<file path="config.mk">
export PLATFORM = sky130hd
export DESIGN_NAME = jarvis_fetch_unit
export DESIGN_NICKNAME = d
export VERILOG_FILES = /design/src/rtl/jarvis_fetch_unit.sv
export SDC_FILE = /design/constraint.sdc
export NUM_CORES = 1
export LEC_CHECK = 0
export BUFFER_PORTS_ARGS = -buffer_cell sky130_fd_sc_hd__buf_2
export CORE_ASPECT_RATIO = 0.8
export CORE_MARGIN = 2
export CORE_UTILIZATION = 45
export DETAILED_ROUTE_END_ITERATION = 7
export PLACE_DENSITY = 0.8
export SETUP_SLACK_MARGIN = 0.02
export SYNTH_ARGS = -nofsm -noshare
export SYNTH_HDL_FRONTEND = slang
export SYNTH_SLANG_ARGS = --single-unit
export TNS_END_PERCENT = 100
</file>
<file path="constraint.sdc">
create_clock -name clock -period 5.8 [get_ports clock]
set_input_delay 0.29 -clock clock [delete_from_list [all_inputs] [get_ports clock]]
set_output_delay 0.29 -clock clock [all_outputs]
set_load 0.02 [all_outputs]
</file>
<file path="src/rtl/jarvis_fetch_unit.sv">
// Purpose: fetch/issue sequencer that owns the PC and hands one instruction at a time to the control unit.
// Latency: 2 cycles per sequential instruction or jump (FETCH+ISSUE), 3 per branch (adds RESOLVE).
// Backpressure: FETCH waits on Imem_Ack indefinitely; ISSUE holds all state while Stall is high.
module jarvis_fetch_unit #(
   parameter int ADDR_WIDTH  = 8,
   parameter int INSTR_WIDTH = 32
) (
   input  logic                   clock,
   input  logic                   reset,
   input  logic                   Start,
   input  logic [ADDR_WIDTH-1:0]  Start_Addr,
   output logic                   Imem_Req,
   output logic [ADDR_WIDTH-1:0]  Imem_Addr,
   input  logic                   Imem_Ack,
   input  logic [INSTR_WIDTH-1:0] Imem_Data,
   input  logic                   Stall,
   input  logic                   Jump,
   input  logic                   Branch,
   input  logic                   Branch_Taken,
   output logic [INSTR_WIDTH-1:0] Instr,
   output logic [4:0]             Op_Code,
   output logic                   Instr_Valid,
   output logic [ADDR_WIDTH-1:0]  PC,
   output logic                   Halted,
   output logic [15:0]            Issue_Count
);

   typedef enum logic [2:0] {
      IDLE    = 3'd0,
      FETCH   = 3'd1,
      ISSUE   = 3'd2,
      RESOLVE = 3'd3,
      HALT    = 3'd4
   } state_t;

   localparam logic [4:0]            OP_NOP  = 5'b11111;
   localparam logic [ADDR_WIDTH-1:0] PC_ONE  = {{(ADDR_WIDTH-1){1'b0}}, 1'b1};

   state_t                 state, state_nxt;
   logic [ADDR_WIDTH-1:0]  pc, pc_nxt;
   logic [INSTR_WIDTH-1:0] instr, instr_nxt;
   logic [15:0]            issue_count, issue_count_nxt;

   logic [ADDR_WIDTH-1:0]  pc_inc;
   logic [ADDR_WIDTH-1:0]  instr_low;
   logic [ADDR_WIDTH-1:0]  pc_branch;
   logic [15:0]            count_sat;

   // Offset arithmetic is modulo 2^ADDR_WIDTH, so negative offsets wrap naturally.
   assign pc_inc    = pc + PC_ONE;
   assign instr_low = instr[ADDR_WIDTH-1:0];
   assign pc_branch = pc_inc + instr_low;
   assign count_sat = (issue_count == 16'hFFFF) ? issue_count : issue_count + 16'd1;

   // Outputs are either registers or pure decodes of the state register.
   assign Imem_Req    = (state == FETCH);
   assign Imem_Addr   = pc;
   assign Instr       = instr;
   assign Op_Code     = instr[INSTR_WIDTH-1 -: 5];
   assign Instr_Valid = (state == ISSUE);
   assign PC          = pc;
   assign Halted      = (state == HALT);
   assign Issue_Count = issue_count;

   // State register and datapath registers; reset drops Imem_Req immediately via state.
   always_ff @(posedge clock or negedge reset) begin
      if (!reset) begin
         state       <= IDLE;
         pc          <= '0;
         instr       <= '0;
         issue_count <= '0;
      end else begin
         state       <= state_nxt;
         pc          <= pc_nxt;
         instr       <= instr_nxt;
         issue_count <= issue_count_nxt;
      end
   end

   // Next-state and next-datapath selection; everything holds unless a rule below fires.
   always_comb begin
      state_nxt       = state;
      pc_nxt          = pc;
      instr_nxt       = instr;
      issue_count_nxt = issue_count;
      case (state)
         IDLE, HALT: begin
            if (Start) begin
               pc_nxt          = Start_Addr;
               issue_count_nxt = '0;
               state_nxt       = FETCH;
            end
         end
         FETCH: begin
            if (Imem_Ack) begin
               instr_nxt = Imem_Data;
               state_nxt = ISSUE;
            end
         end
         ISSUE: begin
            if (!Stall) begin
               issue_count_nxt = count_sat;
               if (Op_Code == OP_NOP) begin
                  state_nxt = HALT;
               end else if (Jump) begin
                  pc_nxt    = instr_low;
                  state_nxt = FETCH;
               end else if (Branch) begin
                  state_nxt = RESOLVE;
               end else begin
                  pc_nxt    = pc_inc;
                  state_nxt = FETCH;
               end
            end
         end
         RESOLVE: begin
            pc_nxt    = Branch_Taken ? pc_branch : pc_inc;
            state_nxt = FETCH;
         end
         default: begin
            state_nxt = IDLE;
         end
      endcase
   end

endmodule

</file>
* Yosys cells after proc, flatten, opt, wreduce, memory -nomap -nowiden
Cells that the tools add are included.
** Storage, ports and cells
- Output and inout bits :: 72
- Input port bits :: 48
- Register bits :: 59
** Cells by class
- $add $sub $neg :: 3
- Reduce and logical (&&, ||, !) cells :: 8
- Mux-type cells :: 18
- Equality and inequality tests :: 12
** Operators by type and width (number)
- $mux W16 :: 3
- $mux W8 :: 6
- $pmux W16 S2 :: 1
- $pmux W8 S3 :: 1
- $add A16 B1 Y16 const B :: 1
- $eq A16 B16 Y1 const B :: 1
- $mux W3 :: 4
- $pmux W3 S4 :: 1
- $add A8 B1 Y8 const B :: 1
- $add A8 B8 Y8 :: 1
- $ne A2 B2 Y1 const B :: 4
- $eq A3 B2 Y1 const B :: 2
- $eq A5 B5 Y1 const B :: 1
- $reduce_and A5 Y1 :: 1
- $mux W2 :: 2
- $reduce_and A4 Y1 :: 1
- $eq A3 B1 Y1 const B :: 1
- $eq A3 B3 Y1 const B :: 1
- $logic_not A3 Y1 :: 1
- $ne A3 B3 Y1 const B :: 1
- $reduce_and A3 Y1 :: 1
- $reduce_bool A3 Y1 :: 1
- $ne A2 B1 Y1 const B :: 1
- $reduce_and A2 Y1 :: 1
- 2 further kinds :: 2

* Logic depth before layout (Yosys ltp)
- Depth after elaboration :: 6
- Depth in mapped cells :: 11
- Gate-level depth less buffers :: 11

* Worst setup path before layout
OpenSTA, ideal clock, no wires.
- Path kind :: reg-to-reg
- From :: reg pc[0] (netlist: Imem_Addr[0])
- To :: reg pc[7] (netlist: Imem_Addr[7])
- Stages on the path, launching flop included :: 9
- Setup time :: 0.065 ns
- Clock period less this slack :: 2.624 ns
- Data arrival time :: 2.559 ns
- Setup slack :: 3.176 ns
- Cell sequence :: dfrtp_1 -> ha_1 -> ha_1 -> a211oi_1 -> o21bai_1 -> o41ai_1 -> mux2_1 -> o32a_1 -> nand2_1
** On the way
- Longest elaborated chain between the ends :: 6
- Elaborated cells between the ends (all ways) :: 8
- Those cells by class :: add/sub (2); mux (6)
** Ends and longest elaborated chain
- from (decl) :: RTL line 40 : logic [ADDR_WIDTH-1:0] pc, pc_nxt;
- from (signal assigned) :: RTL line 74 : pc <= pc_nxt;
- $add A8 B1 Y8 * :: RTL line 50 : assign pc_inc = pc + PC_ONE;
- branches (longest 4 deep; another with $add A8 B8 Y8)
- $pmux W8 S3 * :: RTL line 86 : case (state)
Every way passes the cells marked *. The select of a mux whose other input is x is not followed.
A chain may end at the register's enable or synchronous reset.

* Worst setup path after layout
Ends and elaborated chain as after synthesis.

==> insert_results.sql <==
INSERT INTO impl_metrics (metric_group, metric, value, unit) VALUES
('outcome', 'run_status', 'finished, final reports clean', ''),
('finish', 'fin_nets', '503', ''),
('clocking', 'cts_root_buf', 'sky130_fd_sc_hd__clkbuf_8', ''),
('clocking', 'tritoncts', 'built', ''),
('finish', 'drive_above_1_share', '32.74', '%'),
('critical_path', 'worst_path_dominant_cell_family', 'compound AO/OA/AOI/OAI gates', ''),
('logic_synthesis', 'gate_count_post_synth', '340', ''),
('sta', 'final.min_clock_period', '2.820', 'ns'),
('critical_path', 'reg2reg_setup_slack', '2.98', 'ns'),
('logic_synthesis', 'synth_enable_flop_cells', '0', ''),
('power_and_ir_drop', 'power-per-cell-area', '580.1', 'mW/mm^2'),
('clocking', 'clock_tree.htree_level_count', '3', ''),
('finish', 'antennaDiodeCount', '0', ''),
('critical_path', 'critical_path.max_stage_delay', '0.49', 'ns'),
('critical_path', 'timing.critical_path.from_type', 'register', ''),
('clocking', 'hold_buffers', '0', ''),
('sta', 'slew_viol_final', '0', ''),
('power_and_ir_drop', 'power.share.clock', '13.9', '%'),
('finish', 'highest_count_cells_in_the_layout_ignoring_fill_and_taps', 'sky130_fd_sc_hd__buf_2, sky130_fd_sc_hd__dfrtp_1, sky130_fd_sc_hd__mux2_1', ''),
('clocking', 'cts_repair_resize_count', '0', ''),
('clocking', 'clk_latency', '0.33', 'ns'),
('critical_path', 'worst_setup_path_startpoint', 'Imem_Addr[0]', ''),
('sta', 'setup_total_negative_slack', '0', 'ns'),
('power_and_ir_drop', 'vdd_ir_drop_max', '0.3169', 'mV'),
('routing', 'avgViaCountPerCell', '5.280', ''),
('job', 'max_cap_violations', '0', ''),
('critical_path', 'cp_cell_sequence', 'ha_1, xor2_1, ha_1, a211oi_1, o21bai_1, o41ai_1, mux2_1, o32a_1, nand2_1', ''),
('sta', 'slew_headroom', '50.66', '%'),
('logic_synthesis', 'postSynthRegisterBits', '59', ''),
('critical_path', 'number_of_logic_stages_on_the_critical_path_including_buffering', '9', ''),
('placement', 'io_buffers', '119', ''),
('logic_synthesis', 'synth_seq_area_share', '42.99', '%'),
('finish', 'stdcell_area', '0.004180', 'mm^2'),
('routing', 'wl_per_cell', '14.49', 'um'),
('floorplan', 'fp.dieW', '101.7', 'um'),
('power_and_ir_drop', 'leakagePower', '1.982', 'nW'),
('routing', 'drt_drc_violations_left', '0', ''),
('critical_path', 'regToRegStartpoint', 'Imem_Addr[0]', ''),
('routing', 'detailroute.via_count', '2925', ''),
('sta', 'final-hold-violation-count', '0', ''),
('sta', 'min_period_over_period', '48.63', '%'),
('clocking', 'clk_path_buf_depth', '2', ''),
('routing', 'count_of_antenna_violating_nets_left_after_detailed_routing', '0', ''),
('critical_path', 'cp.buffers_inverters', '0', ''),
('sta', 'clock.fmax', '0.3546', 'GHz'),
('floorplan', 'core_region_area', '0.007392', 'mm^2'),
('sta', 'finalClockSkew', '0.01159', 'ns'),
('power_and_ir_drop', 'finalPower', '2.425', 'mW'),
('placement', 'total_placed_instance_area', '0.004000', 'mm^2'),
('critical_path', 'crit_path_end_kind', 'register', ''),
('global_route', 'vias_in_the_first_global_route', '2792', ''),
('critical_path', 'timing_worst_setup_path_type', 'register to register', ''),
('clocking', 'clk_transition_reported_paths', '0.07', 'ns'),
('hold_path', 'worstHoldPathType', 'primary input to asynchronous set/reset pin', ''),
('power_and_ir_drop', 'cellInternalPower', '1.293', 'mW'),
('floorplan', 'initial_utilization', '46.46', '%'),
('placement', 'routabilityCongestion', '0.8723', ''),
('placement', 'post-dp-hpwl', '5967', 'um'),
('global_route', 'grt_max_degree', '60', ''),
('critical_path', 'cp.required', '6.06', 'ns'),
('sta', 'rsz_0062_raised_after_global_routing', 'false', ''),
('finish', 'stdcell_count', '554', ''),
('logic_synthesis', 'yosysTopAreaCell', 'sky130_fd_sc_hd__dfrtp_1', ''),
('logic_synthesis', 'synth_cell_type_count', '56', ''),
('clocking', 'number_of_buffers_created_by_cts', '9', ''),
('critical_path', 'regToRegEndpoint', 'Imem_Addr[7]', ''),
('clocking', 'cts.sink_count', '59', ''),
('critical_path', 'worst_setup_endpoint', 'Imem_Addr[7]', ''),
('sta', 'report.final.setup_viol', '0', ''),
('floorplan', 'i_o_pins', '120', ''),
('logic_synthesis', 'mappedNetlistArea', '0.003435', 'mm^2');
kinds of logic (layout without fill, tap and decap cells):
logic type	Yosys count	in the layout	synth area share [%]
muxes	41	41	13.26
buffers and inverters	41	150	6.557
AOI/OAI and AO/OA	67	67	13.30
and+or+nand+nor	105	105	15.59
xor gates and xnor gates	16	16	4.080
DFF	59	59	42.99
adders and majority gates	11	11	4.226
worst reg2reg max path, cell delays in order (launching register included):
cell and delay, ns:
sky130_fd_sc_hd__dfrtp_1 0.49, sky130_fd_sc_hd__ha_1 0.29, sky130_fd_sc_hd__xor2_1 0.18, sky130_fd_sc_hd__ha_1 0.27, sky130_fd_sc_hd__a211oi_1 0.29, sky130_fd_sc_hd__o21bai_1 0.17, sky130_fd_sc_hd__o41ai_1 0.29, sky130_fd_sc_hd__mux2_1 0.38
sky130_fd_sc_hd__o32a_1 0.33, sky130_fd_sc_hd__nand2_1 0.07
state kept, by name (all words and copies together) (netlist names):
signal and cells:
Instr 32, Issue_Count 16, Imem_Addr 8, state 3
Yosys cell counts (2+ instances only):
library cell,number
sky130_fd_sc_hd__nand2_1,25
sky130_fd_sc_hd__nand2b_1,4
sky130_fd_sc_hd__nor2b_1,5
sky130_fd_sc_hd__buf_2,6
sky130_fd_sc_hd__clkbuf_1,7
sky130_fd_sc_hd__nand3_1,14
sky130_fd_sc_hd__mux2_2,3
sky130_fd_sc_hd__and2_1,3
sky130_fd_sc_hd__a211oi_1,7
sky130_fd_sc_hd__buf_4,13
sky130_fd_sc_hd__a22oi_1,2
sky130_fd_sc_hd__and4_1,3
sky130_fd_sc_hd__buf_6,2
sky130_fd_sc_hd__or3_1,3
sky130_fd_sc_hd__mux2i_1,5
sky130_fd_sc_hd__xnor2_1,11
sky130_fd_sc_hd__a21oi_1,13
sky130_fd_sc_hd__nor3_2,2
sky130_fd_sc_hd__o31a_1,2
sky130_fd_sc_hd__nor2_1,31
sky130_fd_sc_hd__ha_1,10
sky130_fd_sc_hd__dfrtp_1,59
sky130_fd_sc_hd__o21ai_0,10
sky130_fd_sc_hd__o21bai_1,3
sky130_fd_sc_hd__nor3_1,3
sky130_fd_sc_hd__xor2_1,5
sky130_fd_sc_hd__o21ai_1,9
sky130_fd_sc_hd__nor2_2,2
sky130_fd_sc_hd__o211ai_1,3
sky130_fd_sc_hd__mux2_1,33
sky130_fd_sc_hd__nand4_1,4
sky130_fd_sc_hd__inv_1,12
sky130_fd_sc_hd__o32a_1,2
sky130_fd_sc_hd__a21o_1,2
power by group through the flow:
stage | combinational, mW | clock, mW | sequential [mW]
6_report | 1.35 | 0.338 | 0.737
4_1_cts | 1.35 | 0.349 | 0.736
3_5_place_dp | 1.34 | 0 | 0.741
2_1_floorplan | 0.873 | 0 | 0.887
5_1_grt | 1.50 | 0.368 | 0.765
3_3_place_gp | 1.30 | 0 | 0.728
per-layer routing:
metal / GRT usage [%] / share of wire (%)
met3: 5.976 / 8.3
met1: 25.91 / 45
met4: 7.703 / 1.6
met2: 32.76 / 45
met5: 0 / 0
per-stage QoR:
| step | utilization [%] | hold slack, ns | setup slack, ns |
|---|---|---|---|
| final | 56.55 | 0.1032 | 2.980 |
| after global routing | 56.55 | 0.1542 | 2.785 |
| after CTS | 56.55 | 0.1254 | 2.995 |
| after detailed placement | 54.11 | 0.4706 | 3.036 |
| after global placement | 54.11 | 0.4616 | 3.132 |
| after floorplan | - | -0.005591 | 3.176 |
final cells by class:
cell class              count  area (um^2)
fillers                   671         3212
repair buffers            121        610.6
multi-input cells         240         1733
clock buffers              12        155.1
inverters                  13        48.80
clock inverters             4        25.02
well taps                 105        131.4
flip-flops and latches     59         1476
how the worst min path moves through the flow:
| stage | startpoint | end |
|---|---|---|
| after floorplan | reset | Imem_Addr[0] |
| after global placement | Instr[25] | Instr[25] |
| after detailed placement | Instr[10] | Instr[10] |
| after CTS | reset | Instr[11] |
| after global routing | Imem_Data[10] | Instr[10] |
| final | reset | Instr[11] |
Note: power is estimated with default switching activity, not from simulation.
